### config.mk
export PLATFORM = sky130hd
export DESIGN_NAME = color_fsm_driver_flat
export DESIGN_NICKNAME = d
export VERILOG_FILES = /design/src/rtl/color_fsm_driver_if.sv /design/src/rtl/color_fsm_driver.sv /design/src/flat_wrapper.sv
export SDC_FILE = /design/constraint.sdc
export NUM_CORES = 1
export LEC_CHECK = 0
export ABC_AREA = 1
export CORE_ASPECT_RATIO = 1.4
export CORE_MARGIN = 4
export CORE_UTILIZATION = 25
export CTS_BUF_LIST = sky130_fd_sc_hd__clkbuf_8
export CTS_CLUSTER_SIZE = 14
export DETAILED_ROUTE_END_ITERATION = 6
export PLACE_DENSITY = 0.46
export SYNTH_ARGS = -nofsm -noshare
export SYNTH_HDL_FRONTEND = slang
export SYNTH_SLANG_ARGS = --single-unit
### constraint.sdc
create_clock -name clk -period 4.1 [get_ports clk]
set_clock_uncertainty 0.15 [all_clocks]
set_input_delay 0.82 -clock clk [delete_from_list [all_inputs] [get_ports clk]]
set_output_delay 0.82 -clock clk [all_outputs]
set_load 0.02 [all_outputs]
### src/rtl/color_fsm_driver_if.sv
// Request/completion bus and colour-FSM command/status link for color_fsm_driver.
// master = host/sequencer side (also sources FSM status), slave = the driver.
interface color_fsm_driver_if;
  logic       req_valid;
  logic       req_ready;
  logic       req_color;
  logic [1:0] status;
  logic [1:0] cmd;
  logic       done_valid;
  logic [1:0] done_code;
  logic [3:0] attempts;

  modport master (
    output req_valid, req_color, status,
    input  req_ready, cmd, done_valid, done_code, attempts
  );

  modport slave (
    input  req_valid, req_color, status,
    output req_ready, cmd, done_valid, done_code, attempts
  );
endinterface

### src/rtl/color_fsm_driver.sv
// Drives a two-colour FSM to a requested colour with bounded toggle retries,
// reporting a one-cycle done pulse, result code and attempt count.
module color_fsm_driver #(
  parameter int unsigned MAX_RETRY = 3,
  parameter int unsigned TIMEOUT   = 4
) (
  input  logic               clk,
  input  logic               rst,
  color_fsm_driver_if.slave  bus
);

  localparam int unsigned CNT_W = 4;

  localparam logic [1:0]       ST_BLUE    = 2'h1;
  localparam logic [1:0]       ST_RED     = 2'h2;
  localparam logic [1:0]       CMD_HOLD   = 2'h0;
  localparam logic [1:0]       CMD_TOGGLE = 2'h1;
  localparam logic [1:0]       CODE_OK    = 2'd0;
  localparam logic [1:0]       CODE_RETRY = 2'd1;
  localparam logic [1:0]       CODE_BAD   = 2'd2;
  localparam logic [CNT_W-1:0] TIMER_LAST = CNT_W'(TIMEOUT - 1);
  localparam logic [CNT_W-1:0] ATT_MAX    = CNT_W'(MAX_RETRY);

  typedef enum logic [2:0] {
    S_IDLE   = 3'd0,
    S_CHECK  = 3'd1,
    S_TOGGLE = 3'd2,
    S_WAIT   = 3'd3,
    S_DONE   = 3'd4
  } state_t;

  state_t           r_state;
  logic             r_target;
  logic [CNT_W-1:0] r_timer;
  logic [CNT_W-1:0] r_attempts;
  logic [1:0]       r_done_code;
  logic             r_req_ready;
  logic [1:0]       r_cmd;
  logic             r_done_valid;

  state_t           w_state_nxt;
  logic             w_target_nxt;
  logic [CNT_W-1:0] w_timer_nxt;
  logic [CNT_W-1:0] w_attempts_nxt;
  logic [1:0]       w_code_nxt;
  logic             w_status_legal;
  logic             w_at_target;

  assign w_status_legal = (bus.status == ST_BLUE) || (bus.status == ST_RED);
  assign w_at_target    = r_target ? (bus.status == ST_RED) : (bus.status == ST_BLUE);

  // Next-state and datapath update
  always_comb begin
    w_state_nxt    = r_state;
    w_target_nxt   = r_target;
    w_timer_nxt    = r_timer;
    w_attempts_nxt = r_attempts;
    w_code_nxt     = r_done_code;
    case (r_state)
      S_IDLE: begin
        if (bus.req_valid && r_req_ready) begin
          w_state_nxt    = S_CHECK;
          w_target_nxt   = bus.req_color;
          w_timer_nxt    = '0;
          w_attempts_nxt = '0;
          w_code_nxt     = CODE_OK;
        end
      end
      S_CHECK: begin
        if (!w_status_legal) begin
          w_state_nxt = S_DONE;
          w_code_nxt  = CODE_BAD;
        end else if (w_at_target) begin
          w_state_nxt = S_DONE;
          w_code_nxt  = CODE_OK;
        end else begin
          w_state_nxt = S_TOGGLE;
        end
      end
      S_TOGGLE: begin
        w_attempts_nxt = r_attempts + CNT_W'(1);
        w_timer_nxt    = '0;
        w_state_nxt    = S_WAIT;
      end
      S_WAIT: begin
        // Match wins over illegal status, which wins over timeout
        if (w_at_target) begin
          w_state_nxt = S_DONE;
          w_code_nxt  = CODE_OK;
        end else if (!w_status_legal) begin
          w_state_nxt = S_DONE;
          w_code_nxt  = CODE_BAD;
        end else if (r_timer == TIMER_LAST) begin
          if (r_attempts >= ATT_MAX) begin
            w_state_nxt = S_DONE;
            w_code_nxt  = CODE_RETRY;
          end else begin
            w_state_nxt = S_TOGGLE;
          end
        end else begin
          w_timer_nxt = r_timer + CNT_W'(1);
        end
      end
      S_DONE:  w_state_nxt = S_IDLE;
      default: w_state_nxt = S_IDLE;
    endcase
  end

  // State and registers; outputs are pre-decoded from the next state
  always_ff @(posedge clk) begin
    if (rst) begin
      r_state      <= S_IDLE;
      r_target     <= 1'b0;
      r_timer      <= '0;
      r_attempts   <= '0;
      r_done_code  <= CODE_OK;
      r_req_ready  <= 1'b1;
      r_cmd        <= CMD_HOLD;
      r_done_valid <= 1'b0;
    end else begin
      r_state      <= w_state_nxt;
      r_target     <= w_target_nxt;
      r_timer      <= w_timer_nxt;
      r_attempts   <= w_attempts_nxt;
      r_done_code  <= w_code_nxt;
      r_req_ready  <= (w_state_nxt == S_IDLE);
      r_cmd        <= (w_state_nxt == S_TOGGLE) ? CMD_TOGGLE : CMD_HOLD;
      r_done_valid <= (w_state_nxt == S_DONE);
    end
  end

  assign bus.req_ready  = r_req_ready;
  assign bus.cmd        = r_cmd;
  assign bus.done_valid = r_done_valid;
  assign bus.done_code  = r_done_code;
  assign bus.attempts   = r_attempts;

endmodule

### src/flat_wrapper.sv
// flat-port wrapper written by rule: the top's interface ports become plain ports
module color_fsm_driver_flat 
#(
  parameter int unsigned MAX_RETRY = 3,
  parameter int unsigned TIMEOUT   = 4
)
  (clk, rst, bus_req_valid, bus_req_color, bus_status, bus_req_ready, bus_cmd, bus_done_valid, bus_done_code, bus_attempts);
  color_fsm_driver_if bus_i ();
  input  logic clk;
  input  logic rst;
  input wire logic [$bits(bus_i.req_valid)-1:0] bus_req_valid;
  input wire logic [$bits(bus_i.req_color)-1:0] bus_req_color;
  input wire logic [$bits(bus_i.status)-1:0] bus_status;
  output wire logic [$bits(bus_i.req_ready)-1:0] bus_req_ready;
  output wire logic [$bits(bus_i.cmd)-1:0] bus_cmd;
  output wire logic [$bits(bus_i.done_valid)-1:0] bus_done_valid;
  output wire logic [$bits(bus_i.done_code)-1:0] bus_done_code;
  output wire logic [$bits(bus_i.attempts)-1:0] bus_attempts;
  assign bus_i.req_valid = bus_req_valid;
  assign bus_i.req_color = bus_req_color;
  assign bus_i.status = bus_status;
  assign bus_req_ready = bus_i.req_ready;
  assign bus_cmd = bus_i.cmd;
  assign bus_done_valid = bus_i.done_valid;
  assign bus_done_code = bus_i.done_code;
  assign bus_attempts = bus_i.attempts;
  color_fsm_driver #(.MAX_RETRY(MAX_RETRY), .TIMEOUT(TIMEOUT)) u_core (.clk(clk), .rst(rst), .bus(bus_i));
endmodule
Word level (Yosys, flattened, before mapping). Index checks and enable logic that the tools add are counted.

Register bits: 18. Input bits: 6. Output and inout port bits: 10. Logic and storage cells: 61.

$add $sub $neg: 2. Order comparisons: 1. Equality and inequality tests: 15. Mux-type cells: 24. Reduce and logical (&&, ||, !) cells: 11.

Operator list (number): 2-to-1 mux 3 bit (7); 2-to-1 mux 4 bit (4); 2-to-1 mux 2 bit (7); one-hot mux 3 bit (4 select lines) (1); one-hot mux 4 bit (3 select lines) (1); AND reduction 5 bit (2); equality test 3 x 2 -> 1 bit (second input constant) (3); adder 4 x 1 -> 4 bit (second input constant) (2); inequality test 4 bit (second input constant) (2); one-hot mux 4 bit (2 select lines) (1); logical NOT 3 bit (2); one-hot mux 2 bit (3 select lines) (1); nonzero test 3 bit (2); equality test 4 x 2 -> 1 bit (second input constant) (1); greater-or-equal comparator 4 x 2 -> 1 bit (second input constant) (1); inequality test 2 x 1 -> 1 bit (second input constant) (2); inequality test 2 bit (second input constant) (2); AND reduction 2 bit (2); equality test 3 x 1 -> 1 bit (second input constant) (1); equality test 3 bit (second input constant) (1); inequality test 3 bit (second input constant) (1); equality test 2 x 1 -> 1 bit (second input constant) (1); equality test 2 bit (second input constant) (1); 2-to-1 mux 1 bit (2); 3 further kinds (3).

Depth between registers and ports, before layout. Gate-level depths: netlist of the first run.

Depth after elaboration: 8. Mapped depth: 10. Depth with buffers taken out: 10.

Least setup slack after synthesis of the first run. OpenSTA, ideal clock, no wires.

Path type: input to register. Start point: in bus_status[0]. End point: reg u_core.r_timer[0]. Library setup time: 0.113 ns. Arrival time: 1.748 ns. Required time: 3.837 ns. Path slack: 2.089 ns. Stages on the path: 10. Path buffers: 0. Cell sequence: inv_1 > ha_1 > inv_1 > nand3_1 > inv_1 > nand2_4 > nand3_2 > nand2_1 > nand2_1 > nor2_1.

Longest elaborated chain between the ends: 4. Elaborated cells on any way between the ends: 7. Classes of those cells: eq/ne: 4; mux: 1; reduce/logical: 2.

Ends and longest elaborated chain: from (decl) (line flat_wrapper.sv:13) `input wire logic [$bits(bus_i.status)-1:0] bus_status;`; equality test 2 x 1 -> 1 bit or equality test 2 bit (tied branches) (line color_fsm_driver.sv:49, color_fsm_driver.sv:50); 2-to-1 mux 1 bit or logical OR 1 bit (tied branches) (line color_fsm_driver.sv:50, color_fsm_driver.sv:49); inequality test 2 bit (no line) or inequality test 2 x 1 -> 1 bit (tied branches); AND reduction 5 bit (no line) (*); to (signal assigned) (line color_fsm_driver.sv:123) `r_timer <= w_timer_nxt;`; to (decl) (line color_fsm_driver.sv:34) `logic [CNT_W-1:0] r_timer;`.

Mark *: on every way between the ends. The rest lies on a longest branch, timed or not. A chain may end at the register's enable or synchronous reset.

Worst setup path after layout of the first run.
Start point: in bus_status[0]. End point: reg u_core.r_timer[1].

Same word-level chain as after synthesis.

==> results of run 1 <==
==> layout make-up <==
class                      count  area, µm²  area share
multi-input combinational     94        477       0.424
sequential                    17        340       0.303
timing repair buffer          14        140       0.125
inverter                      19       71.3      0.0634
tap                           40       50.0      0.0445
clock buffer                   3       41.3      0.0367
clock inverter                 1       5.00     0.00445
==> per-layer routing <==
layer | share of wire | up-vias
met2 | 0.56 | 13
met3 | 0.039 | 2
met1 | 0.39 | 395
met5 | 0 | -
li1 | - | 454
met4 | 0.015 | 0
==> metrics by stage <==
stage                     utilization  instance area (µm²)  total power, mW  hold WS, ns
final                           0.327                 1120            0.462        0.317
after global routing            0.327                 1120            0.499        0.349
after CTS                       0.327                 1120            0.471        0.321
after detailed placement        0.313                 1080            0.346        0.310
after global placement          0.313                 1080            0.346        0.305
after floorplan                     -                  910            0.304        0.293
==> critical path: cells and delay by family <==
family,cells,cell delay (ns)
buffers and inverters,4,0.75
and+or+nand+nor,6,0.53
adders and majority gates,1,0.30
==> layout by cell type, fill, tap and decap left out <==
cell and n:
clkdlybuf4s50_1 14, nand2_1 30, conb_1 1, xor2_1 1, clkbuf_8 3, nand3_2 1
a21oi_1 9, xnor2_1 1, nor2_2 3, nand3_1 16, clkinv_2 1, o21ai_0 4
nand2_4 1, nor2_1 16, dfxtp_1 17, nand4_1 6, ha_1 4, nor3_2 1
inv_2 2, inv_1 17
==> power breakdown <==
| part | switching (mW) | total, mW | internal, mW |
|---|---|---|---|
| Clock | 0.0547 | 0.122 | 0.0673 |
| Sequential | 0.0158 | 0.201 | 0.185 |
| Combinational | 0.0877 | 0.140 | 0.0518 |
| Total | 0.158 | 0.462 | 0.304 |
==> path summary, 6_finish.rpt <==
kind                           start                 endpoint  slack [ns]
max                    bus_status[0]        u_core.r_timer[1]        1.69
min          u_core.bus.done_code[0]  u_core.bus.done_code[0]        0.32
max reg2reg        u_core.r_state[2]        u_core.r_timer[1]        2.32
min reg2reg  u_core.bus.done_code[0]  u_core.bus.done_code[0]        0.32
==> cells by family after synthesis <==
kind of cell / synth area share
flip-flops: 0.374
AO/OA/AOI/OAI: 0.0715
buffers and inverters: 0.102
adder cells (fa/ha/maj): 0.0550
other: 0.00412
AND/OR/NAND/NOR: 0.374
XOR/XNOR: 0.0193
==> synthesized netlist by cell type, drive strengths merged <==
cell | count | share of area
nor2 | 19 | 0.087
nand4 | 6 | 0.041
inv | 19 | 0.078
a21oi | 9 | 0.050
conb | 1 | 0.0041
buf | 3 | 0.019
clkbuf | 1 | 0.0041
ha | 4 | 0.055
nor3 | 1 | 0.011
o21ai | 4 | 0.022
nand3 | 17 | 0.099
nand2 | 31 | 0.14
dfxtp | 17 | 0.37
xor2 | 1 | 0.0096
xnor2 | 1 | 0.0096
==> flip-flops by register name, indices dropped and copies added (netlist names) <==
signal / cells
u_core.bus.cmd: 1
u_core.bus.attempts: 4
u_core.bus.req_ready: 1
u_core.r_target: 1
u_core.r_timer: 4
u_core.bus.done_code: 2
u_core.bus.done_valid: 1
u_core.r_state: 3
==> impl_metrics.ini, run 1 <==
[route]
routed_via_density = 4.60
avgRoutedWirePerCell_um = 10.6
dr.pass1.iters = 4
ant_nets = 0
via_count = 864
drc_errors = 0
drt-initial-drc-count = 16
routed_wl_mm = 2.00

[worst_hold_path]
hold_path.class = reg2reg
whs_path_depth = 2

[placed_design]
dpl.hpwl_mm = 1.60
place_ws_ns = 1.41
io_buffers = 14
gp_congestion = 0.797
place_inst = 184

[final_layout]
drive_gt1_frac = 0.0811
final_cells = 188
antenna_cells = 0
syn_to_final_growth_pct = 23.7
fillers = 384
fin_nets = 159

[clock_tree]
cts_num_sinks = 17
htree_levels = 1
hold_buffers = 0
insertion_delay_ns = 0.25
cts-root-buf = clkbuf_8
clkTransAtPathRegs_ns = 0.07
cts_buffers = 3
cts_setup_buffers = 0
clk_path_buf_depth = 2
ctsResizeCount = 0
tritoncts = yes

[power]
ir_drop_uv = 149
leakage_nw = 0.498
p_per_area_mw_per_mm2 = 411

[die]
dieArea_mm2 = 0.00468
die_h_um = 79.4
die_w_um = 59.0
start_util = 0.264
io_pins = 16
rows = 25
core_mm2 = 0.00344

[worst_setup_path]
crit_type = in2reg
crit_path_end_kind = flip-flop
cp-start-kind = input pin
crit_fanout = 5
cp.required_ns = 4.09
path_common_cell = inv_1
reg2reg_depth = 6
crit_arrival_ns = 2.39
crit_chain = clkdlybuf4s50_1 > inv_1 > ha_1 > inv_1 > nand3_1 > inv_1 > nand2_4 > nand3_2 > nand2_1 > nand2_1 > nor2_1
slowest_stage = clkdlybuf4s50_1
critical_path.max_stage_delay_ns = 0.48

[sta]
worst_slew_pin_slew_ns = 0.573
setup_violations = 0
min_period_ns = 2.41
hold_viol = 0
fmax_mhz = 415
fin_crit_sh = 0.587
fin_ws_ns = 1.69
rsz0062_at_grt = false
setup_tns_ns = 0
relSlewSlack = 0.617
slew_viol_final = 0

[synth]
postSynthCellCount = 134
yosys_warnings = 0
ys_seq_area_frac = 0.374
synth_cell_type_count = 20
synth_fp_nets = 144
syn_area_per_cell_um2 = 6.79
syn_area_um2 = 910
ys_ff_latch = 17

[grt]
grt_max_degree = 14
met2_usage = 0.166
grt_pass1_wl_mm = 3.35
grt_use_met3 = 0.0210
met1_usage = 0.0974
grt_usage = 0.0926
grt_overflow = 0
grt_pass1_vias = 773
antenna_found_initial = 0
grt.busiest_layer = met2

[flow_run]
maxCapViolations = 0

[run_status]
status = complete, no violations
No activity file was read; power rests on OpenSTA's default activity.
==> run 2: changes to the inputs <==
- PLACE_DENSITY: 0.46 -> 0.47
- clock period: 4.1 -> 2.1 ns (I/O delays scaled with it)
==> impl_metrics.ini, run 2 (synthesis results as in run 1) <==
[run_status]
status = complete, no violations

[route]
routed_via_density = 4.48
dr.pass1.iters = 4
drt-initial-drc-count = 32
avgRoutedWirePerCell_um = 11.2
drc_errors = 0
ant_nets = 0
routed_wl_mm = 2.17
via_count = 869

[die]
dieArea_mm2 = 0.00468
start_util = 0.264
rows = 25
core_mm2 = 0.00344
die_h_um = 79.4
io_pins = 16
die_w_um = 59.0

[flow_run]
maxCapViolations = 0

[sta]
setup_violations = 0
rsz0062_at_grt = false
slew_viol_final = 0
fin_ws_ns = 0.153
fin_crit_sh = 0.927
fmax_mhz = 514
min_period_ns = 1.95
hold_viol = 0

[clock_tree]
cts_num_sinks = 17
ctsResizeCount = 0
htree_levels = 1
hold_buffers = 0
insertion_delay_ns = 0.25
clkTransAtPathRegs_ns = 0.07
clk_path_buf_depth = 2
tritoncts = yes
cts_setup_buffers = 0
cts-root-buf = clkbuf_8
cts_buffers = 3

[placed_design]
io_buffers = 14
place_ws_ns = -0.178
dpl_cell_area_mm2 = 0.00112
dpl.hpwl_mm = 1.73
gp_congestion = 0.827

[final_layout]
syn_to_final_growth_pct = 29.2
stdcell_area_mm2 = 0.00117
final_cell_mix = 30 x nand2_1, 17 x inv_1, 17 x dfxtp_1, 16 x nor2_1, 15 x nand3_1
fin_nets = 165
fillers = 400
drive_gt1_frac = 0.123
antenna_cells = 0
final_common_cell = nand2_1

[worst_setup_path]
crit_type = in2reg
crit_fanout = 5
cp.required_ns = 2.10
cp-start-kind = input pin
crit_arrival_ns = 1.94
crit_path_end_kind = flip-flop

[worst_hold_path]
hold_path.class = reg2reg

[grt]
grt_max_degree = 14
antenna_found_initial = 0
grt_usage = 0.0969
grt_pass1_vias = 814
grt_pass1_wl_mm = 3.44
grt_overflow = 0

[power]
leakage_nw = 0.530
p_per_area_mw_per_mm2 = 797
ir_drop_uv = 383
[run 2: cell count changes in the layout (fill, tap and decap cells not counted)]
cell,before,now
nand3_1,16,15
nand3_2,1,2
buf_4,0,6
[run 2: cell type report]
cell class	instances	area [µm²]	share of cell area
multi-input cells	94	482	0.410
flip-flops and latches	17	340	0.290
repair buffers	20	185	0.158
inverters	19	71.3	0.0607
well taps	40	50.0	0.0426
clock buffers	3	41.3	0.0351
clock inverters	1	5.00	0.00426
[run 2: critical path: stages]
cell	delay, ns
clkdlybuf4s50_1	0.48
inv_1	0.04
ha_1	0.29
inv_1	0.07
nand3_2	0.12
inv_1	0.15
nand2_4	0.09
nand3_2	0.12
nand2_1	0.07
nand2_1	0.06
nor2_1	0.04
[run 2: final timing paths]
kind | start | end | slack [ns] | cells after the start
worst max-delay path | bus_status[0] | u_core.r_timer[0] | 0.15 | 11
worst min-delay path | u_core.bus.done_code[0] | u_core.bus.done_code[0] | 0.31 | 2
worst max register to register | u_core.r_state[2] | u_core.r_state[1] | 0.47 | 6
worst min register to register | u_core.bus.done_code[0] | u_core.bus.done_code[0] | 0.31 | 2
[run 2: where the power goes]
part / leakage [nW] / total [mW] / internal (mW) / switching (mW)
Sequential: 0.138 / 0.392 / 0.361 / 0.0309
Combinational: 0.366 / 0.298 / 0.118 / 0.179
Clock: 0.0255 / 0.247 / 0.132 / 0.116
[run 2: per-stage QoR]
stage          cells  hold WS [ns]  total power [mW]  TNS (ns)  utilization
2_1_floorplan    134         0.293             0.594         0            -
6_report         194         0.313             0.937         0        0.341
5_1_grt          194         0.328             0.994         0        0.341
3_3_place_gp     190         0.302             0.697    -0.991        0.327
4_1_cts          194         0.316             0.953         0        0.340
3_5_place_dp     190         0.306             0.699     -1.23        0.327
[run 2: routing by layer]
layer,track usage,vias up,part of all wire,wire (µm)
li1,-,466,-,-
met1,0.0827,387,0.38,834
met2,0.197,12,0.57,1240
met3,0.0210,4,0.028,61
met4,0.0476,0,0.014,31
met5,0,-,0,0
==> run 3: changes to the inputs <==
- CORE_MARGIN: 4 -> not set
- CTS_BUF_LIST: sky130_fd_sc_hd__clkbuf_8 -> not set
==> impl_metrics.ini, run 3 (synthesis results as in run 1) <==
[run_status]
status = complete, no violations

[route]
routed_via_density = 4.44
ant_nets = 0
via_count = 862
routed_wl_mm = 2.03
avgRoutedWirePerCell_um = 10.5
drc_errors = 0
drt-initial-drc-count = 10
dr.pass1.iters = 4

[sta]
slew_viol_final = 0
setup_violations = 0
min_period_ns = 1.92
fin_ws_ns = 0.177
hold_viol = 0
fin_crit_sh = 0.916
setup_tns_ns = 0
fmax_mhz = 520
whs_ns = 0.310
rsz0062_at_grt = false

[worst_setup_path]
path_buf_inv = 5
path_common_cell = inv_1
slowest_stage = clkdlybuf4s50_1
cp-start-kind = input pin
crit_type = in2reg
crit_arrival_ns = 1.95
cp.required_ns = 2.13
crit_chain = clkdlybuf4s50_1 > inv_1 > ha_1 > inv_1 > nand3_2 > nor2_2 > nand2_1 > inv_1 > nor2_1 > buf_4 > nor3_2
crit_fanout = 5
crit_path_end_kind = flip-flop
critPathTopFamily = buffers and inverters
critical_path.max_stage_delay_ns = 0.48

[die]
io_pins = 16
die_h_um = 73.4
rows = 25
start_util = 0.264
dieArea_mm2 = 0.00389
core_mm2 = 0.00344
die_w_um = 53.0

[final_layout]
fillers = 379
final_cells = 194
drive_gt1_frac = 0.123
final_core_util = 0.341
final_common_cell = nand2_1
syn_to_final_growth_pct = 29.0
final_cell_mix = 30 x nand2_1, 17 x dfxtp_1, 16 x inv_1, 16 x nor2_1, 15 x nand3_1
fin_nets = 165
stdcell_area_mm2 = 0.00117
antenna_cells = 0

[grt]
grt_overflow = 0
grt_max_degree = 14
antenna_found_initial = 0
grt_usage = 0.117
grt_pass1_wl_mm = 3.31
grt_pass1_vias = 781

[power]
clkPwrFrac = 0.264
leakage_nw = 0.525
seq_power_share = 0.420
combinationalPowerShare = 0.315
switching_power_mw = 0.318
sw_frac_of_total = 0.342
ir_drop_uv = 300
internal_power_mw = 0.614
p_per_area_mw_per_mm2 = 794
p_total_mw = 0.932

[clock_tree]
clkTransAtPathRegs_ns = 0.07
insertion_delay_ns = 0.25
cts_num_sinks = 17
clk_path_buf_depth = 2
cts_buffers = 3
tritoncts = yes
cts-root-buf = clkbuf_8
htree_levels = 1
cts_setup_buffers = 0

[flow_run]
maxCapViolations = 0

[worst_hold_path]
hold_path.class = reg2reg

[placed_design]
dpl.hpwl_mm = 1.58
io_buffers = 14
place_inst = 190
dpl_cell_area_mm2 = 0.00112
gp_congestion = 0.834
place_ws_ns = -0.183
## run 3: changes by cell type in the layout (fill, tap and decap cells not counted)
| cell | previous run | this run |
|---|---|---|
| clkbuf_1 | 0 | 1 |
| clkinv_2 | 1 | 0 |
| inv_1 | 17 | 16 |
| inv_2 | 2 | 3 |
## run 3: metal layers
metal	vias to the layer above	share of wire	GRT usage
met5	-	0	0
met2	12	0.54	0.218
met1	379	0.41	0.120
li1	466	-	-
met4	0	0.017	0.0526
met3	5	0.032	0.0248
## run 3: worst min-delay path, stage by stage (launching register included)
cell and delay, ns:
dfxtp_1 0.31, nand2_1 0.06, a21oi_1 0.05
## run 3: worst paths after layout
kind / from / to / slack [ns] / cells after the start
worst max-delay path: bus_status[0] / u_core.bus.cmd[0] / 0.18 / 11
worst min-delay path: u_core.bus.done_code[0] / u_core.bus.done_code[0] / 0.31 / 2
worst max register to register: u_core.r_state[2] / u_core.bus.cmd[0] / 0.54 / 6
worst min register to register: u_core.bus.done_code[0] / u_core.bus.done_code[0] / 0.31 / 2
## run 3: power by group through the flow
stage | Clock, mW | Sequential, mW | Combinational, mW
after floorplan | 0 | 0.411 | 0.183
after global placement | 0 | 0.398 | 0.298
after detailed placement | 0 | 0.399 | 0.295
after CTS | 0.253 | 0.392 | 0.297
after global routing | 0.271 | 0.396 | 0.337
final | 0.246 | 0.392 | 0.294
## run 3: layout make-up
cell class | count | area, µm² | share of cell area
Clock buffer | 4 | 45.0 | 0.0384
Timing Repair Buffer | 20 | 185 | 0.158
Multi-Input combinational cell | 94 | 482 | 0.410
Inverter | 19 | 71.3 | 0.0608
Sequential cell | 17 | 340 | 0.290
Tap cell | 40 | 50.0 | 0.0426
## run 3: repair_timing
action,CTS,global route
endpoints found under the setup margin,0,7
hold buffers,0,0
gates resized for setup,0,2
hold endpoints to repair,0,0
